<file path="src/rtl/pipe_ctrl.sv">
// pipe_ctrl: hazard/stall controller producing stage enables and flushes for a 5-stage MIPS pipeline.
module pipe_ctrl #(
    parameter int MAX_MEM_WAIT = 15,
    parameter int CNT_W = 16
) (
    input  logic             clk,
    input  logic             reset,
    input  logic [4:0]       id_rs,
    input  logic [4:0]       id_rt,
    input  logic             id_uses_rt,
    input  logic             ex_mem_read,
    input  logic [4:0]       ex_dest_reg,
    input  logic             branch_taken,
    input  logic             mem_req,
    input  logic             mem_ready,
    output logic             pc_en,
    output logic             if_id_en,
    output logic             if_id_flush,
    output logic             id_ex_en,
    output logic             id_ex_flush,
    output logic             ex_mem_en,
    output logic             mem_wb_flush,
    output logic             mem_timeout,
    output logic [CNT_W-1:0] stall_count
);
    localparam int WW = $clog2(MAX_MEM_WAIT + 1);
    localparam logic [1:0] RUN = 2'd0, MEM_WAIT = 2'd1, ERROR = 2'd2;

    logic [1:0]    state;
    logic [WW-1:0] wait_cnt;
    logic          run, done, miss, load_use;

    always_comb begin
        run      = state == RUN;
        done     = state == MEM_WAIT && mem_ready;
        miss     = mem_req && !mem_ready;
        load_use = ex_mem_read && ex_dest_reg != 5'd0 &&
                   (ex_dest_reg == id_rs || (id_uses_rt && ex_dest_reg == id_rt));
        // a miss masks branch and load-use; a branch masks load-use
        pc_en        = !reset && (run ? !(miss || (!branch_taken && load_use)) : done);
        if_id_en     = pc_en;
        id_ex_en     = !reset && (run ? !miss : done);
        ex_mem_en    = id_ex_en;
        if_id_flush  = !reset && run && !miss && branch_taken;
        id_ex_flush  = !reset && run && !miss && (branch_taken || load_use);
        mem_wb_flush = !reset && (run ? miss : !done);
    end

    always_ff @(posedge clk or posedge reset) begin
        if (reset) begin
            state       <= RUN;
            wait_cnt    <= '0;
            mem_timeout <= 1'b0;
            stall_count <= '0;
        end else begin
            if (!pc_en && stall_count != '1)
                stall_count <= stall_count + CNT_W'(1);
            if (run && miss) begin
                state    <= MEM_WAIT;
                wait_cnt <= WW'(1);
            end else if (state == MEM_WAIT) begin
                if (mem_ready)
                    state <= RUN;
                else if (wait_cnt == WW'(MAX_MEM_WAIT)) begin
                    state       <= ERROR;
                    mem_timeout <= 1'b1;
                end else
                    wait_cnt <= wait_cnt + WW'(1);
            end
        end
    end
endmodule

</file>
<file path="config.mk">
export PLATFORM = sky130hd
export DESIGN_NAME = pipe_ctrl
export DESIGN_NICKNAME = d
export VERILOG_FILES = /design/src/rtl/pipe_ctrl.sv
export SDC_FILE = /design/constraint.sdc
export NUM_CORES = 1
export LEC_CHECK = 0
export CAP_MARGIN = 20
export CORE_ASPECT_RATIO = 0.7
export CORE_MARGIN = 3
export CORE_UTILIZATION = 38
export DETAILED_ROUTE_END_ITERATION = 8
export PLACE_DENSITY = 0.69
export SLEW_MARGIN = 20
export SYNTH_ARGS = -nofsm -noshare
export SYNTH_HDL_FRONTEND = slang
export SYNTH_SLANG_ARGS = --single-unit
</file>
<file path="constraint.sdc">
create_clock -name clk -period 5.1 [get_ports clk]
set_clock_uncertainty 0.05 [all_clocks]
set_input_delay 0.51 -clock clk [delete_from_list [all_inputs] [get_ports clk]]
set_output_delay 0.51 -clock clk [all_outputs]
set_load 0.01 [all_outputs]
</file>
# Word level (Yosys, flattened, before mapping)
# Index checks and enable logic that the tools add are counted.
classes:
  addsub: 2
  eq_ne: 7
  muxes: 11
  n_bitwise: 2
  n_reduce_logical: 32
op_table:
  columns: ["op", "count"]
  rows:
  - ["$add 16x1->16 const B", 1]
  - ["$mux 4", 4]
  - ["$ne 16x16->1 const B", 1]
  - ["$logic_and 1x1->1", 15]
  - ["$eq 5x5->1", 2]
  - ["$mux 2", 4]
  - ["$logic_not 1->1", 7]
  - ["$reduce_bool 5->1", 1]
  - ["$add 4x1->4 const B", 1]
  - ["$eq 4x4->1 const B", 1]
  - ["$reduce_and 4->1", 1]
  - ["$logic_or 1x1->1", 3]
  - ["$mux 1", 3]
  - ["$reduce_and 3->1", 1]
  - ["$reduce_bool 3->1", 1]
  - ["$eq 2x1->1 const B", 1]
  - ["$logic_not 2->1", 1]
  - ["$ne 2x1->1 const B", 1]
  - ["$ne 2x2->1 const B", 1]
  - ["$not 1->1", 2]
  - ["$reduce_and 2->1", 1]
  - ["$reduce_bool 2->1", 1]
word_totals:
  regBits: 23
  inputBits: 22
  word_cells: 58

# Depth between registers and ports, before layout
depth:
  depth_word: 11
  depth_mapped: 8
  ltp_nobuf: 7

# Worst setup path after synthesis
# Ideal clock, no wire load.
synth_timing:
  path_kind: "in2reg"
  startpoint: "in ex_dest_reg[3]"
  endpoint: "reg stall_count[12]"
  t_arrival_ps: 2012
  required_time_ps: 4923
  setup_slack_ps: 2910
  path_stages: 6
  path_buffers: 0
  cell_sequence: "xor2_1 nor4_2 a32oi_1 o31a_1 and4b_1 mux2_1"
synth_via:
  elab_chain_cells: 11
synth_rtl:
  columns: ["item", "line", "text"]
  rows:
  - ["start, declared", "12", "input logic [4:0] ex_dest_reg,"]
  - ["$eq 5x5->1", "38", "(ex_dest_reg == id_rs || (id_uses_rt && ex_dest_reg == id_rt));"]
  - ["$logic_and 1x1->1", "38", null]
  - ["$logic_or 1x1->1", "38", null]
  - ["$logic_and 1x1->1 *", "37", "load_use = ex_mem_read && ex_dest_reg != 5'd0 &&"]
  - ["$logic_and 1x1->1 *", "40", "pc_en = !reset && (run ? !(miss || (!branch_taken && load_use)) : done);"]
  - ["$logic_or 1x1->1 *", "40", null]
  - ["$logic_not 1->1 *", "40", null]
  - ["$mux 1 *", "40", null]
  - ["$logic_and 1x1->1 *", "40", null]
  - ["via if_id_en", "17", "output logic if_id_en,"]
  - ["$logic_not 1->1 *", "56", "if (!pc_en && stall_count != '1)"]
  - ["$logic_and 1x1->1 *", "56", null]
  - ["end signal, assigned", "57", "stall_count <= stall_count + CNT_W'(1);"]
  - ["end, declared", "24", "output logic [CNT_W-1:0] stall_count"]
# Mark *: on every way through the listed nets, which the timed path passes. The rest lies on a longest branch.
# A chain may end at the register's enable or synchronous reset.

# Worst setup path after layout
layout_timing:
  startpoint: "in ex_dest_reg[1]"
  endpoint: "out pc_en"
layout_via:
  elab_chain_cells: 9
layout_rtl:
  columns: ["item", "line", "text"]
  rows:
  - ["$eq 5x5->1", "38", null]
  - ["$logic_and 1x1->1", "38", null]
  - ["$logic_or 1x1->1", "38", null]
  - ["$logic_and 1x1->1 *", "37", null]
  - ["$logic_and 1x1->1 *", "40", null]
  - ["$logic_or 1x1->1 *", "40", null]
  - ["$logic_not 1->1 *", "40", null]
  - ["$mux 1 *", "40", null]
  - ["$logic_and 1x1->1 *", "40", null]
  - ["end, declared", "16", "output logic pc_en,"]
# Every way passes the cells marked *; elsewhere a longest branch is shown, timed or not.

==> results_dict.tcl <==
set metrics [dict create \
    required_ns 4.54 \
    clockBufferDepth 2 \
    ctsHoldBuffers 0 \
    synth_cell_types 40 \
    end_kind "primary output" \
    worst_pin_slew_ns 0.8720 \
    rows 17 \
    ys_seq_area_frac 0.4287 \
    min_period_ns 3.090 \
    power_density_nw_per_um2 274.0 \
    wl_per_cell_um 13.63 \
    postSynthAreaPerCell_um2 10.17 \
    num_vias 1096 \
    port-buffer-count 45 \
    min_period_over_period 0.6059 \
    ys_ff_latch 23 \
    drtPass1Iterations 4 \
    antenna_cells 0 \
    yosysTopAreaCellShare 0.4287 \
    final_common_cell "clkdlybuf4s50_1" \
    cp_data_arrival_time_ns 2.53 \
    rsz0062_at_grt "no" \
    hp-class "reg -> reg" \
    drt_iter0_markers 35 \
    finalSetupViolCount 0 \
    cts.repair.resized 0 \
    final_cell_mix "clkdlybuf4s50_1 (45), dfrtp_1 (23), xnor2_1 (13), nand2_1 (13), xor2_1 (12)" \
    drive_above_1_share 0.09605 \
    insertion_delay_ns 0.26 \
    startpoint_type "primary input" \
    syn2layout_area_growth_pct 38.96 \
    final_nets 202 \
    fillerInstances 298 \
    synth_top_area_cell "dfrtp_1" \
    die_y_um 55.73 \
    clk_pin_slew_worst_paths_ns 0.08 \
    io_pins 46 \
    cts_tree "done" \
    syn-cell-area_um2 1343 \
    wirelength_um 3053 \
    fmax_mhz 323.6 \
    dp_cells 220 \
    grt_pass1_vias 1139 \
    leakage_nw 0.7710 \
    relSlewSlack 0.4180 \
    grt_pass1_wl_um 5250 \
    finalWeightedCongestion 0.8017 \
    antenna_found_initial 0 \
    grt_max_degree 24 \
    final_cells 224 \
    h-tree-depth 1 \
    core_area_um2 3254 \
    dp_hpwl_um 2381 \
    drcViolationCount 0 \
    cts_setup_buffers 0 \
    die_area_um2 4294 \
    drv_cap 0 \
    numCtsBuffers 3 \
    drv_slew 0 \
    setup_tns_ns 0 \
    peakVddDrop_mv 0.2391 \
    die-width_um 77.05 \
    synth.net_count 156 \
    initial_core_util 0.4125 \
    path_max_fanout 3 \
    synth_area_leaders "dfrtp_1 (43%), xnor2_1 (8.5%), xor2_1 (7.8%), nand3_2 (3.7%), nand4_1 (3.7%)" \
    clock-sinks 23 \
    ant_nets 0 \
    cts_root_buffer "clkbuf_8" \
    track_usage 0.1482 \
    synth_cells 132 \
    grt_overflow 0 \
    yosys_warnings 0 \
    via_per_inst 4.893 \
    outcome "finished clean" \
    setup.worst_path.class "in -> out" \
    hold_viol_final 0 \
]
[through the flow]
| stage | util | total power [mW] | worst slack, ns | instance area, um^2 | hold WS [ns] |
|---|---|---|---|---|---|
| floorplan | - | 0.3139 | 2.910 | 1343 | 0.4466 |
| global placement | 0.5594 | 0.3999 | 2.084 | 1821 | 0.3998 |
| detailed placement | 0.5594 | 0.4049 | 1.995 | 1821 | 0.4052 |
| CTS | 0.5732 | 0.5174 | 1.993 | 1866 | 0.4234 |
| global route | 0.5732 | 0.5434 | 1.886 | 1866 | 0.4558 |
| finish | 0.5732 | 0.5112 | 2.010 | 1866 | 0.4175 |
[flip-flops by register name, indices dropped and copies added (netlist names)]
signal,cells
stall_count,16
wait_cnt,4
state,2
mem_timeout,1
[routing by layer]
metal | GRT usage | part of all wire
met5 | 0 | 0
met4 | 0.01777 | 0.0033
met3 | 0.05016 | 0.047
met2 | 0.2432 | 0.46
met1 | 0.1960 | 0.49
[final timing paths]
| kind | startpoint | to | slack [ns] | cells after the start |
|---|---|---|---|---|
| min in group asynchronous | reset | mem_timeout | 0.77 | 2 |
| max in group asynchronous | reset | stall_count[8] | 3.69 | 2 |
| min | mem_timeout | mem_timeout | 0.42 | 1 |
| max reg2reg | stall_count[0] | stall_count[1] | 2.73 | 6 |
| min reg2reg | mem_timeout | mem_timeout | 0.42 | 1 |
| max | ex_dest_reg[1] | pc_en | 2.01 | 5 |
[cell type report]
cell class / instances / area, um^2 / area share
multi-input cells: 101 / 720.7 / 0.3863
well taps: 47 / 58.81 / 0.03152
clock buffers: 4 / 45.04 / 0.02414
inverters: 4 / 15.01 / 0.008048
flip-flops and latches: 23 / 575.6 / 0.3085
repair buffers: 45 / 450.4 / 0.2414
[synth_stat cells, drive strengths merged]
master,count
nor4b,1
or2,1
o31a,1
a2111oi,1
nand4,8
or4,1
nand3,10
nand2,13
mux2,2
o21ba,1
xor2,12
buf,4
and2,2
nor3,2
a32oi,1
o21ai,3
dfrtp,23
and4b,1
a31o,2
o21a,1
or3,1
ha,2
and3,5
inv,4
nand2b,1
nor2,10
a21oi,1
nor4,2
xnor2,15
nand3b,1
[worst max-delay path, stage by stage]
cell,delay (ns)
clkdlybuf4s50_1,0.47
or4_1,0.54
o21ai_1,0.23
o31a_1,0.22
clkdlybuf4s50_1,0.56
[cell families after synthesis]
group / count (synthesis) / synth area share
mux: 2 / 0.01677
buf+inv: 8 / 0.03447
xor+xnor: 27 / 0.1873
simple gates: 59 / 0.2507
flops: 23 / 0.4287
fa+ha+maj: 2 / 0.01864
compound gates: 11 / 0.06337
[report_power, final]
group          internal [mW]  switching (mW)  leakage [nW]
sequential             0.210          0.0433         0.301
clock                 0.0557          0.0551        0.0228
combinational         0.0923          0.0549         0.448
No activity file was read; power rests on OpenSTA's default activity.
